[src/rtl/nd_1to2_pkg.sv]
// ---------------------------------------------------------------------------
// nd_1to2_pkg : shared defaults and sender-state encoding for the 1-to-2 node
// Revision    : 1.0
// ---------------------------------------------------------------------------
`default_nettype none

package nd_1to2_pkg;

  localparam int NS_1to2_FSZ     = 4;
  localparam int NS_ADDRESS_SIZE = 6;
  localparam int NS_DATA_SIZE    = 4;
  localparam int NS_REDUN_SIZE   = 4;

  localparam int NUM_OUTS = 2;

  typedef enum logic [1:0] {
    SND_IDLE = 2'd0,
    SND_SEND = 2'd1,
    SND_WAIT = 2'd2
  } snd_state_t;

endpackage

`default_nettype wire

[src/rtl/nd_msg_fifo.sv]
// ---------------------------------------------------------------------------
// nd_msg_fifo : power-of-two message FIFO with first-word-fall-through head
// Revision    : 1.0
// ---------------------------------------------------------------------------
`default_nettype none

module nd_msg_fifo
  import nd_1to2_pkg::*;
#(
  parameter int FSZ = NS_1to2_FSZ,
  parameter int ASZ = NS_ADDRESS_SIZE,
  parameter int DSZ = NS_DATA_SIZE,
  parameter int RSZ = NS_REDUN_SIZE
) (
  input  logic           i_clk,
  input  logic           clr,
  input  logic           push,
  input  logic           pop,
  input  logic [ASZ-1:0] in_src,
  input  logic [ASZ-1:0] in_dst,
  input  logic [DSZ-1:0] in_dat,
  input  logic [RSZ-1:0] in_red,
  output logic           full,
  output logic           empty,
  output logic [ASZ-1:0] head_src,
  output logic [ASZ-1:0] head_dst,
  output logic [DSZ-1:0] head_dat,
  output logic [RSZ-1:0] head_red
);

  localparam int            PW       = $clog2(FSZ);
  localparam logic [PW:0]   FULL_CNT = (PW+1)'(FSZ);

  logic [ASZ-1:0] src_mem [FSZ];
  logic [ASZ-1:0] dst_mem [FSZ];
  logic [DSZ-1:0] dat_mem [FSZ];
  logic [RSZ-1:0] red_mem [FSZ];

  logic [PW-1:0] wr_ptr;
  logic [PW-1:0] rd_ptr;
  logic [PW:0]   count;
  logic          do_push;
  logic          do_pop;

  // Full/empty come from registered occupancy, so a pop in the same cycle
  // never makes room for a push.
  assign full    = (count == FULL_CNT);
  assign empty   = (count == '0);
  assign do_push = push & ~full;
  assign do_pop  = pop & ~empty;

  always_ff @(posedge i_clk) begin
    if (clr) begin
      wr_ptr <= '0;
      rd_ptr <= '0;
      count  <= '0;
    end else begin
      if (do_push) wr_ptr <= wr_ptr + 1'b1;
      if (do_pop)  rd_ptr <= rd_ptr + 1'b1;
      case ({do_push, do_pop})
        2'b10:   count <= count + 1'b1;
        2'b01:   count <= count - 1'b1;
        default: count <= count;
      endcase
    end
  end

  always_ff @(posedge i_clk) begin
    if (do_push && !clr) begin
      src_mem[wr_ptr] <= in_src;
      dst_mem[wr_ptr] <= in_dst;
      dat_mem[wr_ptr] <= in_dat;
      red_mem[wr_ptr] <= in_red;
    end
  end

  assign head_src = src_mem[rd_ptr];
  assign head_dst = dst_mem[rd_ptr];
  assign head_dat = dat_mem[rd_ptr];
  assign head_red = red_mem[rd_ptr];

endmodule

`default_nettype wire

[src/rtl/nd_1to2.sv]
// ---------------------------------------------------------------------------
// nd_1to2  : routes one 4-phase message input to two outputs by destination
// Revision : 1.0
// ---------------------------------------------------------------------------
`default_nettype none

module nd_1to2
  import nd_1to2_pkg::*;
#(
  parameter int FSZ   = NS_1to2_FSZ,
  parameter int ASZ   = NS_ADDRESS_SIZE,
  parameter int DSZ   = NS_DATA_SIZE,
  parameter int RSZ   = NS_REDUN_SIZE,
  parameter int PIVOT = 2**(ASZ-1)
) (
  input  logic           i_clk,
  input  logic           reset,
  output logic           ready,

  input  logic [ASZ-1:0] rcv0_src,
  input  logic [ASZ-1:0] rcv0_dst,
  input  logic [DSZ-1:0] rcv0_dat,
  input  logic [RSZ-1:0] rcv0_red,
  input  logic           rcv0_req,
  output logic           rcv0_ack,

  output logic [ASZ-1:0] snd0_src,
  output logic [ASZ-1:0] snd0_dst,
  output logic [DSZ-1:0] snd0_dat,
  output logic [RSZ-1:0] snd0_red,
  output logic           snd0_req,
  input  logic           snd0_ack,

  output logic [ASZ-1:0] snd1_src,
  output logic [ASZ-1:0] snd1_dst,
  output logic [DSZ-1:0] snd1_dat,
  output logic [RSZ-1:0] snd1_red,
  output logic           snd1_req,
  input  logic           snd1_ack
);

  localparam logic [ASZ:0] PIVOT_W = (ASZ+1)'(PIVOT);

  logic init;
  logic to_low;
  logic tgt_full;
  logic accept;

  logic [NUM_OUTS-1:0] push;
  logic [NUM_OUTS-1:0] pop;
  logic [NUM_OUTS-1:0] full;
  logic [NUM_OUTS-1:0] empty;
  logic [NUM_OUTS-1:0] out_ack;

  logic [ASZ-1:0] head_src [NUM_OUTS];
  logic [ASZ-1:0] head_dst [NUM_OUTS];
  logic [DSZ-1:0] head_dat [NUM_OUTS];
  logic [RSZ-1:0] head_red [NUM_OUTS];

  logic [ASZ-1:0] out_src  [NUM_OUTS];
  logic [ASZ-1:0] out_dst  [NUM_OUTS];
  logic [DSZ-1:0] out_dat  [NUM_OUTS];
  logic [RSZ-1:0] out_red  [NUM_OUTS];

  snd_state_t state [NUM_OUTS];
  snd_state_t nxt   [NUM_OUTS];

  // ready rises on the first edge out of reset; that same edge clears all state.
  always_ff @(posedge i_clk) begin
    if (reset) ready <= 1'b0;
    else       ready <= 1'b1;
  end

  assign init = reset | ~ready;

  // Input side: route by destination, stall while the chosen FIFO is full.
  assign to_low   = ({1'b0, rcv0_dst} < PIVOT_W);
  assign tgt_full = to_low ? full[0] : full[1];
  assign accept   = ~init & rcv0_req & ~rcv0_ack & ~tgt_full;
  assign push[0]  = accept & to_low;
  assign push[1]  = accept & ~to_low;

  always_ff @(posedge i_clk) begin
    if (init)                        rcv0_ack <= 1'b0;
    else if (accept)                 rcv0_ack <= 1'b1;
    else if (rcv0_ack && !rcv0_req)  rcv0_ack <= 1'b0;
  end

  nd_msg_fifo #(.FSZ(FSZ), .ASZ(ASZ), .DSZ(DSZ), .RSZ(RSZ)) u_fifo0 (
    .i_clk    (i_clk),
    .clr      (init),
    .push     (push[0]),
    .pop      (pop[0]),
    .in_src   (rcv0_src),
    .in_dst   (rcv0_dst),
    .in_dat   (rcv0_dat),
    .in_red   (rcv0_red),
    .full     (full[0]),
    .empty    (empty[0]),
    .head_src (head_src[0]),
    .head_dst (head_dst[0]),
    .head_dat (head_dat[0]),
    .head_red (head_red[0])
  );

  nd_msg_fifo #(.FSZ(FSZ), .ASZ(ASZ), .DSZ(DSZ), .RSZ(RSZ)) u_fifo1 (
    .i_clk    (i_clk),
    .clr      (init),
    .push     (push[1]),
    .pop      (pop[1]),
    .in_src   (rcv0_src),
    .in_dst   (rcv0_dst),
    .in_dat   (rcv0_dat),
    .in_red   (rcv0_red),
    .full     (full[1]),
    .empty    (empty[1]),
    .head_src (head_src[1]),
    .head_dst (head_dst[1]),
    .head_dat (head_dat[1]),
    .head_red (head_red[1])
  );

  assign out_ack = {snd1_ack, snd0_ack};

  // Output sequencers: the WAIT state guarantees a full ack cycle completes
  // before the next load, so a reload can never overlap a live request.
  always_comb begin
    for (int i = 0; i < NUM_OUTS; i++) begin
      nxt[i] = state[i];
      pop[i] = 1'b0;
      if (!init) begin
        case (state[i])
          SND_IDLE: begin
            if (!empty[i]) begin
              nxt[i] = SND_SEND;
              pop[i] = 1'b1;
            end
          end
          SND_SEND: if (out_ack[i])  nxt[i] = SND_WAIT;
          SND_WAIT: if (!out_ack[i]) nxt[i] = SND_IDLE;
          default:  nxt[i] = SND_IDLE;
        endcase
      end
    end
  end

  always_ff @(posedge i_clk) begin
    for (int i = 0; i < NUM_OUTS; i++) begin
      if (init) begin
        state[i]   <= SND_IDLE;
        out_src[i] <= '0;
        out_dst[i] <= '0;
        out_dat[i] <= '0;
        out_red[i] <= '0;
      end else begin
        state[i] <= nxt[i];
        if (pop[i]) begin
          out_src[i] <= head_src[i];
          out_dst[i] <= head_dst[i];
          out_dat[i] <= head_dat[i];
          out_red[i] <= head_red[i];
        end
      end
    end
  end

  assign snd0_req = (state[0] == SND_SEND);
  assign snd0_src = out_src[0];
  assign snd0_dst = out_dst[0];
  assign snd0_dat = out_dat[0];
  assign snd0_red = out_red[0];

  assign snd1_req = (state[1] == SND_SEND);
  assign snd1_src = out_src[1];
  assign snd1_dst = out_dst[1];
  assign snd1_dat = out_dat[1];
  assign snd1_red = out_red[1];

endmodule

`default_nettype wire
[config.mk]
export PLATFORM = sky130hd
export DESIGN_NAME = nd_1to2
export DESIGN_NICKNAME = d
export VERILOG_FILES = /design/src/rtl/nd_1to2_pkg.sv /design/src/rtl/nd_msg_fifo.sv /design/src/rtl/nd_1to2.sv
export SDC_FILE = /design/constraint.sdc
export NUM_CORES = 1
export LEC_CHECK = 0
export ABC_AREA = 1
export CORE_MARGIN = 5
export CORE_UTILIZATION = 30
export CTS_CLUSTER_SIZE = 25
export DETAILED_ROUTE_END_ITERATION = 7
export PLACE_DENSITY_LB_ADDON = 0.05
export SETUP_SLACK_MARGIN = 0.5
export SLEW_MARGIN = 20
export SYNTH_ARGS = -nofsm -noshare
export SYNTH_HDL_FRONTEND = slang
export SYNTH_SLANG_ARGS = --single-unit
[constraint.sdc]
create_clock -name i_clk -period 2.45 [get_ports i_clk]
set_clock_uncertainty 0.1 [all_clocks]
set_input_delay 0.245 -clock i_clk [delete_from_list [all_inputs] [get_ports i_clk]]
set_output_delay 0.245 -clock i_clk [all_outputs]
set_load 0.01 [all_outputs]
* Word level (Yosys, flattened, before mapping)
Memories as Yosys holds them, arrays and structs flattened. A register that Yosys moved wholly into a read port is not among the register bits.
Cells that the tools add are included.
** Cells by class
- Add/subtract/negate cells :: 8
- Magnitude comparators :: 1
- Equality and inequality tests :: 10
- Multiplexer cells :: 61
- Bitwise logic cells :: 29
- Reduce and logical (&&, ||, !) cells :: 12
** Operator list (count)
- 2-bit two-way mux :: 26
- 6-bit two-way mux :: 4
- 1-bit two-way mux :: 23
- 4-bit two-way mux :: 4
- 2-bit one-hot mux with 3 select lines :: 2
- 3-bit one-hot mux with 2 select lines :: 2
- 1-bit OR :: 11
- 1-bit AND :: 9
- 1-bit NOT :: 9
- 2-bit by 1-bit adder with 2-bit output (second input constant) :: 4
- 2-bit by 1-bit equality test with 1-bit output (second input constant) :: 4
- 2-bit equality test (second input constant) :: 4
- 3-bit by 1-bit adder with 3-bit output (second input constant) :: 2
- 3-bit equality test (second input constant) :: 2
- 3-bit logical NOT :: 2
- 6-bit less-than comparator (second input constant) :: 1
- 2-bit nonzero test :: 3
- 3-bit by 1-bit subtractor with 3-bit output (second input constant) :: 2
- 2-bit logical NOT :: 2
- 1-bit logical AND :: 3
- 1-bit logical NOT :: 2
** Storage, ports and cells
- Flip-flop bits (word level) :: 16
- Memory bits (writable) :: 204
- Input port bits :: 25
- Output and inout port bits :: 44
- Word-level logic and storage cells :: 142
- Memories kept :: 13
** Memories
- u_fifo0.dst_mem :: words 4, width 6, rd ports 1, clocked after Yosys merged registers in 1, write ports 1, RTL line nd_msg_fifo.sv:35 : logic [ASZ-1:0] dst_mem [FSZ];
- u_fifo0.src_mem :: words 4, width 6, rd ports 1, clocked after Yosys merged registers in 1, write ports 1, RTL line nd_msg_fifo.sv:34 : logic [ASZ-1:0] src_mem [FSZ];
- u_fifo1.dst_mem :: words 4, width 6, rd ports 1, clocked after Yosys merged registers in 1, write ports 1, RTL line nd_msg_fifo.sv:35
- u_fifo1.src_mem :: words 4, width 6, rd ports 1, clocked after Yosys merged registers in 1, write ports 1, RTL line nd_msg_fifo.sv:34
- u_fifo0.dat_mem :: words 4, width 4, rd ports 1, clocked after Yosys merged registers in 1, write ports 1, RTL line nd_msg_fifo.sv:36 : logic [DSZ-1:0] dat_mem [FSZ];
- u_fifo0.red_mem :: words 4, width 4, rd ports 1, clocked after Yosys merged registers in 1, write ports 1, RTL line nd_msg_fifo.sv:37 : logic [RSZ-1:0] red_mem [FSZ];
- +7 memories

* Longest topological paths before layout
Gate-level depths: netlist (run 1).
- Depth in word-level cells :: 11
- Mapped depth :: 14
- Depth with buffers taken out :: 14

* Modules after synthesis
From an unflattened synthesis (run 1), not the netlist that was laid out.
** Second synthesis, totals
- Cells, all modules :: 711
- Area, all modules :: 8949.8 um2
** Modules (own cells, without submodules)
- nd_msg_fifo :: instances 2, cells each 269, area an instance 3455.8 um2, sequential area each 2582.5 um2
- nd_1to2 :: instances 1, cells each 173, area an instance 2038.2 um2, sequential area each 1321.3 um2

* Worst setup path before layout (run 1)
OpenSTA, ideal clock, no wires.
- Path type :: register to register
- Start point :: register ready
- End point :: memory u_fifo0.dat_mem[0][0] (netlist bit), enable pin
- Library setup time :: 0.397 ns
- Arrival :: 1.764 ns
- Path slack :: 0.189 ns
- Cell stages (with the launch flop) :: 7
- Path buffers :: 0
- Period minus slack after synthesis :: 2.261 ns
- Cells stage by stage :: dfxtp_1 -> inv_1 -> nor2_4 -> nand3_2 -> nor2_2 -> inv_2 -> nor2_1
** On the way
- Cells in the longest elaborated chain, start to end :: 11
** Ends and longest elaborated chain
- start, declared :: RTL line nd_1to2.sv:18 : output logic ready,
- start signal, assigned :: RTL line nd_1to2.sv:70 : if (reset) ready <= 1'b0;
- start signal, assigned :: RTL line nd_1to2.sv:71 : else ready <= 1'b1;
- 1-bit NOT (*) :: RTL line nd_1to2.sv:74 : assign init = reset | ~ready;
- 1-bit OR (*) :: RTL line nd_1to2.sv:74
- 1-bit NOT :: RTL line nd_1to2.sv:79 : assign accept = ~init & rcv0_req & ~rcv0_ack & ~tgt_full;
- 1-bit AND (3 in a row) :: RTL line nd_1to2.sv:79
- 1-bit AND :: RTL line nd_1to2.sv:80 : assign push[0] = accept & to_low;
- 1-bit AND :: RTL line nd_msg_fifo.sv:49 : assign do_push = push & ~full;
- 1-bit logical AND (*) :: RTL line nd_msg_fifo.sv:69 : if (do_push && !clr) begin
- 1-bit two-way mux (*) :: RTL line nd_msg_fifo.sv:69
- 1-bit two-way mux (not written as such) (*) :: RTL line nd_msg_fifo.sv:72 : dat_mem[wr_ptr] <= in_dat;
- end, declared :: RTL line nd_msg_fifo.sv:36
Mark *: on every way between the ends. The rest lies on a longest branch, timed or not.

* Worst setup path after layout (run 1)
- Start point :: register u_fifo0.count[0]
- End point :: register u_fifo0.count[2]
** On the way
- Cells in the longest elaborated chain, start to end :: 8
** Ends and longest elaborated chain
- start, declared :: RTL line nd_msg_fifo.sv:41 : logic [PW:0] count;
- start signal, assigned :: RTL line nd_msg_fifo.sv:61 : 2'b10: count <= count + 1'b1;
- start signal, assigned :: RTL line nd_msg_fifo.sv:62 : 2'b01: count <= count - 1'b1;
- start signal, assigned :: RTL line nd_msg_fifo.sv:63 : default: count <= count;
- 3-bit equality test :: RTL line nd_msg_fifo.sv:47 : assign full = (count == FULL_CNT);
- 1-bit two-way mux :: RTL line nd_1to2.sv:78 : assign tgt_full = to_low ? full[0] : full[1];
- 1-bit NOT :: RTL line nd_1to2.sv:79
- 1-bit AND :: RTL line nd_1to2.sv:79
- 1-bit AND :: RTL line nd_1to2.sv:80
- 1-bit AND :: RTL line nd_msg_fifo.sv:49
- 2-bit by 1-bit equality test with 1-bit output or 2-bit equality test (tied branches) :: RTL line nd_msg_fifo.sv:60 : case ({do_push, do_pop})
- 3-bit one-hot mux with 2 select lines or 2-bit nonzero test (tied branches)
Several ways; a longest one is shown, not always the timed one.
A chain may end at the register's enable or synchronous reset.

==> results of run 1 <==
## worst reg2reg max path: stages (launching register included)
cell	delay, ns
dfxtp_2	0.33
nor2_4	0.14
nand2_2	0.07
nand2_2	0.07
nor2_2	0.05
inv_2	0.05
ha_2	0.16
inv_2	0.04
fa_2	0.36
or2_4	0.26
nand2_2	0.07
nand2_1	0.05
nand2_1	0.05
nor2_1	0.03
## Yosys cell counts
| master | instances |
|---|---|
| a21oi_1 | 48 |
| a21oi_2 | 1 |
| a31oi_1 | 1 |
| buf_1 | 1 |
| buf_4 | 4 |
| buf_6 | 12 |
| clkbuf_1 | 7 |
| clkbuf_2 | 8 |
| dfxtp_1 | 24 |
| edfxtp_1 | 200 |
| fa_1 | 2 |
| ha_1 | 10 |
| inv_1 | 44 |
| inv_2 | 4 |
| nand2_1 | 29 |
| nand3_1 | 10 |
| nand3_2 | 3 |
| nor2_1 | 191 |
| nor2_2 | 2 |
| nor2_4 | 3 |
| nor4_1 | 2 |
| o21ai_0 | 69 |
| o21ai_1 | 17 |
| or2_2 | 1 |
## path summary, 6_finish.rpt
check,startpoint,to,cells after the start
setup / recovery,u_fifo0.count[0]$_SDFFE_PP0P_,u_fifo0.count[2]$_SDFFE_PP0P_,13
hold / removal,snd1_ack,state[1][1]$_SDFFE_PP0P_,3
setup reg to reg,u_fifo0.count[0]$_SDFFE_PP0P_,u_fifo0.count[2]$_SDFFE_PP0P_,13
hold reg to reg,u_fifo0.rd_ptr[0]$_SDFFE_PP0P_,u_fifo0.rd_ptr[0]$_SDFFE_PP0P_,2
## power by group
group / switching (uW) / internal [uW] / total, uW
logic: 177 / 139 / 316
registers: 16.8 / 4210 / 4230
clock network: 1500 / 2260 / 3760
total: 1690 / 6610 / 8300
## area by class of cell
type / instances / area [um2] / area share [%]
sequential: 224 / 6490 / 59.3
multi-input combinational: 389 / 1900 / 17.4
timing repair buffer: 103 / 1060 / 9.67
clock buffer: 31 / 711 / 6.49
tap: 384 / 480 / 4.39
inverter: 48 / 180 / 1.65
clock inverter: 15 / 124 / 1.13
## registers in the layout, summed over array words and instances (netlist names), named ones only
name             count
u_fifo1.wr_ptr       2
u_fifo0.dst_mem     24
u_fifo1.red_mem     16
rcv0_ack             1
state                4
out_src             12
u_fifo0.dat_mem     16
u_fifo1.rd_ptr       2
u_fifo1.dat_mem     16
u_fifo1.src_mem     24
out_dst             12
u_fifo0.rd_ptr       2
u_fifo0.src_mem     24
u_fifo0.count        3
ready                1
u_fifo1.dst_mem     24
u_fifo0.red_mem     16
out_red              8
u_fifo1.count        3
out_dat              8
u_fifo0.wr_ptr       2
## stage by stage
stage | worst slack [ns] | std cells | hold slack [ns] | total power, uW | cell area, um2
after CTS | 0.369 | 1189 | 0.148 | 8450 | 10800
after global placement | 0.0979 | 1139 | 0.382 | 4620 | 9930
after global routing | 0.414 | 1194 | 0.180 | 8630 | 10900
after detailed placement | -0.00585 | 1139 | 0.393 | 4620 | 9930
after floorplan | 0.242 | 693 | 0.215 | 4420 | 8720
final | 0.516 | 1194 | 0.176 | 8300 | 10900
## kinds of logic (layout without fill, tap and decap cells)
| kind of cell | count (synthesis) | in the layout | share of synthesized area, % |
|---|---|---|---|
| buffers and inverters | 80 | 197 | 4.76 |
| AOI/OAI and AO/OA | 136 | 136 | 7.86 |
| and+or+nand+nor | 241 | 241 | 11.1 |
| adders and majority gates | 12 | 12 | 1.89 |
| DFF | 224 | 224 | 74.4 |
## per-layer routing
| metal | up-vias | track usage, % |
|---|---|---|
| met1 | 2565 | 15.7 |
| met3 | 34 | 2.60 |
| met4 | 0 | 3.48 |
| met5 | - | 0 |
| li1 | 2587 | - |
| met2 | 107 | 21.5 |
## timing repair
action | in CTS | in global routing
pin swaps | 5 | 11
hold buffers | 0 | 0
gates cloned | 0 | 3
resized for setup | 10 | 27
buffers inserted | 4 | 2
endpoints found under the setup margin | 5 | 83
==> flow_metrics.tcl, run 1 <==
set metrics [dict create \
    final_cell_mix "edfxtp_1 (200), nor2_1 (185), o21ai_0 (69)" \
    nFillCells 2790 \
    synth.distinct_cells 24 \
    dr_wl_met3_um 1060 \
    htree_levels 1 \
    worstSetupPathType "reg -> reg" \
    drv_slew 0 \
    ir_worst_vdd_mv 0.544 \
    hold_viol_final 0 \
    cts_num_sinks 224 \
    insertion_delay_ns 0.52 \
    synth_seq_area_share_pct 74.4 \
    rsz0062_at_grt "true" \
    final_common_cell "edfxtp_1" \
    cts_tree "built" \
    ant_nets 0 \
    crit_chain "nor2_4 -> nand2_2 -> nand2_2 -> nor2_2 -> inv_2 -> ha_2 -> inv_2 -> fa_2 -> or2_4 -> nand2_2 -> nand2_1 -> nand2_1 -> nor2_1" \
    worst_setup_path_start_kind "register" \
    synth_warnings 0 \
    final.setup.tns_ns 0 \
    dpl.hpwl_um 12500 \
    synthesis.nets 730 \
    synth_area_leader_cell "edfxtp_1" \
    numCtsBuffers 26 \
    ios 69 \
    antenna_found_initial 0 \
    utilization_pct 38.1 \
    worst_pin_slew_ns 0.795 \
    route.met2.wl_um 10000 \
    drt_iter0_markers 266 \
    power.leakage_uw 0.00384 \
    cp_max_fo 3 \
    layout-drive-gt1-share_pct 14.2 \
    setup_viol 0 \
    totalWireLength_um 20700 \
    grt_pass1_wl_um 32100 \
    slowest_delay_ns 0.36 \
    syn_area_um2 8720 \
    grt_pass1_vias 5564 \
    std_cell_rows 62 \
    wl_met1_um 9190 \
    highest_layer "met4" \
    die_area_um2 32600 \
    netlist_instances 693 \
    grt_max_degree 41 \
    status "finished clean" \
    grtUsageTotal_pct 12.4 \
    min_path_type "in -> reg" \
    gr-total-overflow 0 \
    synth_top_area_share_pct 68.8 \
    routabilityCongestion 0.740 \
    cp_slowest_cell "fa_2" \
    start_util_pct 30.4 \
    maxCapViolCount 0 \
    vias 5293 \
    worst_setup_path_end_kind "register" \
    required_ns 2.76 \
    r2r_setup_slack_ns 0.52 \
    num_antenna_cells 0 \
    clock.fmax_mhz 517 \
    clockBufferDepth 3 \
    avgSynthCellArea_um2 12.6 \
    core-area_um2 28700 \
    firstDrtPassIters 4 \
    clk_pin_slew_ns 0.06 \
    drc 0 \
    period_share_pct 78.9 \
    finalCriticalPeriod_ns 1.93 \
    wl_per_cell_um 17.3 \
    cts-root-buf "clkbuf_16" \
    fp.dieH_um 181 \
    synth_top_cells_by_area "edfxtp_1 (69%), nor2_1 (8.2%), dfxtp_1 (5.5%)" \
    relSlewSlack_pct 47.0 \
    crit_buf_inv 2 \
    yosys_register_bits 224 \
    nets 829 \
    powerDensity_nw_per_um2 758 \
    die_x_um 181 \
    critPathArrivalTime_ns 2.24 \
    worst_path_most_repeated_cell "nand2_2" \
    numPortBuffers 68 \
    via_per_inst 4.43 \
    areaGrowthSynthToFinish_pct 25.5 \
    cp_top_family "simple AND/OR/NAND/NOR gates" \
]
Note: power is estimated with default switching activity, not from simulation.
==> inputs of run 2 (changes only) <==
- clock period: 2.45 -> 1.9 ns (I/O delays scaled with it)
==> run 2 against run 1 <==
The flow now finishes with violations (setup timing); non-clock buffer count rose by 12; sequential power rose by 29%; wire length is 2.7% lower; clock-buffer cell count increased by 4; cell count is 1.2% higher; highest routed layer unchanged; critical endpoint unchanged.
==> flow_metrics.tcl, run 2 (synthesis gave the netlist of run 1 again) <==
set metrics [dict create \
    drc 0 \
    numCtsBuffers 26 \
    nets 841 \
    ios 69 \
    drv_slew 0 \
    firstDrtPassIters 7 \
    regToRegStartpoint "u_fifo0.count[0]$_SDFFE_PP0P_" \
    rsz0062_at_grt "true" \
    hold_viol_final 0 \
    power.leakage_uw 0.00395 \
    die_x_um 181 \
    finalCriticalPeriod_ns 1.90 \
    ant_nets 0 \
    clockBufferDepth 3 \
    gr-total-overflow 0 \
    grt_pass1_wl_um 30700 \
    ir_worst_vdd_mv 0.571 \
    htree_levels 1 \
    relSlewSlack_pct 57.5 \
    grt_pass1_vias 5330 \
    routabilityCongestion 0.719 \
    cts_tree "built" \
    crit_chain "nor2_2 -> buf_4 -> nand2_4 -> nand3_2 -> inv_4 -> ha_4 -> inv_4 -> fa_2 -> or2_4 -> nand2_2 -> nand2_1 -> nand2_1 -> nor2_1" \
    powerDensity_nw_per_um2 941 \
    setup_ws_ns -0.00310 \
    insertion_delay_ns 0.51 \
    worst_pin_slew_ns 0.637 \
    num_antenna_cells 0 \
    hold_buffers 0 \
    antenna_found_initial 0 \
    hold_start "snd1_ack" \
    numPortBuffers 68 \
    via_per_inst 4.38 \
    core-area_um2 28700 \
    cts-root-buf "clkbuf_16" \
    maxCapViolCount 0 \
    std_cell_rows 62 \
    cp_max_fo 2 \
    setup_viol 1 \
    worst_setup_path_start_kind "register" \
    cts_num_sinks 224 \
    start_util_pct 30.4 \
    clk_pin_slew_ns 0.05 \
    worst_setup_path_end_kind "register" \
    final_cell_mix "edfxtp_1 (200), nor2_1 (179), o21ai_0 (66)" \
    required_ns 2.21 \
    status "finished, violations left" \
    final_common_cell "edfxtp_1" \
    stdcell_area_um2 11100 \
    totalWireLength_um 20100 \
    place_area_um2 10200 \
    slowest_delay_ns 0.34 \
    areaGrowthSynthToFinish_pct 27.6 \
    layout-drive-gt1-share_pct 17.2 \
    worstSetupPathType "reg -> reg" \
    wl_per_cell_um 16.7 \
    total_power_uw 10500 \
    clock.fmax_mhz 525 \
    critPathArrivalTime_ns 2.21 \
    violations "setup timing" \
    min_path_type "in -> reg" \
    period_share_pct 100 \
    cp_slowest_cell "fa_2" \
    grtUsageTotal_pct 11.9 \
    grt_max_degree 41 \
    fp.dieH_um 181 \
    startpoint "u_fifo0.count[0]$_SDFFE_PP0P_" \
    die_area_um2 32600 \
    vias 5297 \
    drt_iter0_markers 279 \
    dpl.hpwl_um 12500 \
]
[run 2: changes by cell type in the layout (fill, tap and decap cells not counted), moves of 4 or more]
cell | previous run | this run
buf_12 | 4 | 11
buf_4 | 24 | 29
clkbuf_1 | 2 | 8
clkbuf_2 | 0 | 4
clkdlybuf4s50_1 | 66 | 56
clkinv_1 | 3 | 7
clkinv_2 | 9 | 5
inv_2 | 8 | 4
inv_4 | 0 | 5
nor2_1 | 185 | 179
[run 2: layer usage]
metal / track usage [%] / vias to the layer above / wire (um)
li1: - / 2616 / -
met1: 15.7 / 2561 / 9220
met2: 20.3 / 94 / 9770
met3: 2.50 / 26 / 763
met4: 2.87 / 0 / 365
met5: 0 / - / 0
[run 2: repair_timing]
| action | 4_1_cts | 5_1_grt |
|---|---|---|
| setup buffers | 3 | 3 |
| gates cloned | 0 | 1 |
| pin swaps | 9 | 3 |
| gates resized for setup | 26 | 47 |
| endpoints found under the setup margin | 292 | 293 |
[run 2: through the flow]
step	cells	util, %	setup WS, ns	hold slack (ns)	TNS, ns
floorplan	693	-	-0.0763	0.160	-1.71
global placement	1153	35.5	-0.302	0.384	-29.14
detailed placement	1153	35.5	-0.347	0.397	-34.01
CTS	1204	38.4	0.0200	0.109	0
global route	1208	38.8	-0.0967	0.132	-0.209
finish	1208	38.8	-0.00310	0.130	-0.00310
[run 2: path summary, 6_finish.rpt]
path	endpoint	slack [ns]	cells past startpoint
max reg2reg	u_fifo0.count[2]$_SDFFE_PP0P_	-0.003	13
min	state[1][1]$_SDFFE_PP0P_	0.13	3
min reg2reg	u_fifo1.rd_ptr[0]$_SDFFE_PP0P_	0.40	2
max	u_fifo0.count[2]$_SDFFE_PP0P_	-0.003	13
[run 2: cell type report]
class                   count  area (um2)
fillers                  2760       17600
clock buffers              35         706
clock inverters            13        81.3
well taps                 384         480
repair buffers            115        1190
multi-input cells         389        1970
flip-flops and latches    224        6500
inverters                  48         201
[run 2: power breakdown]
group,leakage [uW],internal [uW],switching [uW]
Sequential,0.00209,5430,22.0
Combinational,0.00148,191,236
Clock,0.000387,2720,1880
[run 2: worst max-delay path: cells and delay by family (launching register included)]
kind	cells	cell delay, ns
DFF	1	0.33
buffers and inverters	3	0.25
adders and majority gates	2	0.47
and+or+nand+nor	8	0.65
==> inputs of run 3 (changes only) <==
- CORE_UTILIZATION: 30 -> 45
==> run 3 against run 2 <==
Worst setup slack worse by 0.016 ns; the flow still finishes with violations (setup timing); non-clock buffer count increased by 26; sequential share of layout area is 2.1 points lower; power decreased by 1.6%; largest cell class unchanged.
==> flow_metrics.tcl, run 3 (synthesis gave the netlist of run 1 again) <==
set metrics [dict create \
    status "finished, violations left" \
    violations "setup timing" \
    hold_buffers 0 \
    worst_setup_path_start_kind "register" \
    powerDensity_nw_per_um2 894 \
    clock.fmax_mhz 521 \
    nets 865 \
    holdWs_ns 0.168 \
    ios 69 \
    areaGrowthSynthToFinish_pct 32.2 \
    place_area_um2 10100 \
    totalWireLength_um 20600 \
    final_cell_mix "edfxtp_1 (200), nor2_1 (179), o21ai_0 (66)" \
    grt_pass1_wl_um 29800 \
    stdcell_area_um2 11500 \
    slowest_delay_ns 0.35 \
    insertion_delay_ns 0.49 \
    routabilityCongestion 0.741 \
    cp_slowest_cell "fa_2" \
    ir_worst_vdd_mv 0.530 \
    setup_ws_ns -0.0192 \
    numPortBuffers 68 \
    numCtsBuffers 23 \
    cts-root-buf "clkbuf_16" \
    relSlewSlack_pct 66.6 \
    period_share_pct 101 \
    drt_iter0_markers 491 \
    clockBufferDepth 3 \
    worst_pin_slew_ns 0.499 \
    cp_max_fo 5 \
    std_cell_rows 51 \
    min_path_type "in -> reg" \
    drv_slew 0 \
    maxCapViolCount 0 \
    wl_per_cell_um 18.6 \
    drc 0 \
    ant_nets 0 \
    setup_viol 1 \
    crit_buf_inv 3 \
    dr_wl_met3_um 938 \
    route.met2.wl_um 10100 \
    via_per_inst 5.00 \
    htree_levels 1 \
    cp.depth 12 \
    gr-total-overflow 0 \
    cp_top_family "simple AND/OR/NAND/NOR gates" \
    worstSetupPathType "reg -> reg" \
    nFillCells 1558 \
    finalCriticalPeriod_ns 1.92 \
    grtUsageTotal_pct 17.4 \
    vias 5546 \
    crit_chain "inv_2 -> nor2_4 -> nand3_4 -> inv_4 -> ha_4 -> inv_4 -> fa_2 -> or2_4 -> nand2_4 -> nand2_2 -> nand2_1 -> nor2_1" \
    reg2reg_depth 12 \
    layout-drive-gt1-share_pct 20.7 \
    clk_pin_slew_ns 0.06 \
    start_util_pct 45.3 \
    antenna_found_initial 0 \
    grt_pass1_vias 5444 \
    cts_tree "built" \
    final_common_cell "edfxtp_1" \
    num_antenna_cells 0 \
    die_x_um 149 \
    fp.dieH_um 149 \
    power.leakage_uw 0.00467 \
    dpl.hpwl_um 11900 \
    min_path_cells 3 \
    utilization_pct 59.9 \
    highest_layer "met4" \
    cts_num_sinks 224 \
    wl_met1_um 9230 \
    worst_path_most_repeated_cell "inv_4" \
    worst_setup_path_end_kind "register" \
    firstDrtPassIters 5 \
    die_area_um2 22300 \
    grt_max_degree 41 \
    hold_viol_final 0 \
    core-area_um2 19300 \
    required_ns 2.19 \
    rsz0062_at_grt "true" \
    critPathArrivalTime_ns 2.20 \
]
-- run 3: changes by cell type in the layout (fill, tap and decap cells not counted), sizes merged --
cell	previous run	this run
clkinvlp	1	3
dlymetal6s2s	3	40
clkdlybuf4s50	56	24
buf	50	70
inv	47	46
clkbuf	41	39
bufinv	1	3
clkinv	12	6
-- run 3: final cells by class --
cell class	instances	area, um2	area share [%]
inverters	48	203	1.76
repair inverters	1	7.51	0.0651
clock inverters	9	116	1.01
clock buffers	32	619	5.37
well taps	265	332	2.87
flip-flops and latches	224	6500	56.3
repair buffers	141	1720	14.9
multi-input cells	389	2040	17.7
-- run 3: per-stage QoR --
| step | TNS [ns] | worst slack [ns] | power (uW) | std cells |
|---|---|---|---|---|
| floorplan | -1.71 | -0.0763 | 5710 | 693 |
| global placement | -24.78 | -0.351 | 5970 | 1037 |
| detailed placement | -30.03 | -0.368 | 5990 | 1037 |
| CTS | 0 | 0.0400 | 10400 | 1091 |
| global route | -0.872 | -0.121 | 10600 | 1109 |
| finish | -0.0192 | -0.0192 | 10300 | 1109 |
-- run 3: final timing paths --
path,to,slack [ns],start
worst max register to register,u_fifo0.count[2]$_SDFFE_PP0P_,-0.02,ready$_DFF_P_
worst min-delay path,state[0][1]$_SDFFE_PP0P_,0.17,snd0_ack
worst min register to register,u_fifo0.rd_ptr[0]$_SDFFE_PP0P_,0.41,u_fifo0.rd_ptr[0]$_SDFFE_PP0P_
worst max-delay path,u_fifo0.count[2]$_SDFFE_PP0P_,-0.02,ready$_DFF_P_
-- run 3: repair_timing --
item,4_1_cts,5_1_grt
setup endpoints to repair,291,295
cloned,2,9
setup buffers,11,9
resized for setup,31,97
pin swaps,5,10
-- run 3: worst reg2reg max path, cell delays in order (launching register included) --
cell and delay, ns:
dfxtp_2 0.33, inv_2 0.04, nor2_4 0.21, nand3_4 0.11
inv_4 0.07, ha_4 0.13, inv_4 0.03, fa_2 0.35
or2_4 0.25, nand2_4 0.06, nand2_2 0.04, nand2_1 0.05
nor2_1 0.03
-- run 3: layer usage --
metal	up-vias	GRT usage, %
met3	26	2.49
met2	132	29.5
li1	2666	-
met4	0	4.44
met1	2722	23.7
met5	-	0
-- run 3: power by group --
| group | total (uW) | leakage, uW | internal [uW] | switching (uW) |
|---|---|---|---|---|
| Clock | 4400 | 0.000359 | 2670 | 1730 |
| Sequential | 5450 | 0.00209 | 5430 | 20.5 |
| Combinational | 458 | 0.00223 | 204 | 254 |
| Total | 10300 | 0.00467 | 8310 | 2010 |
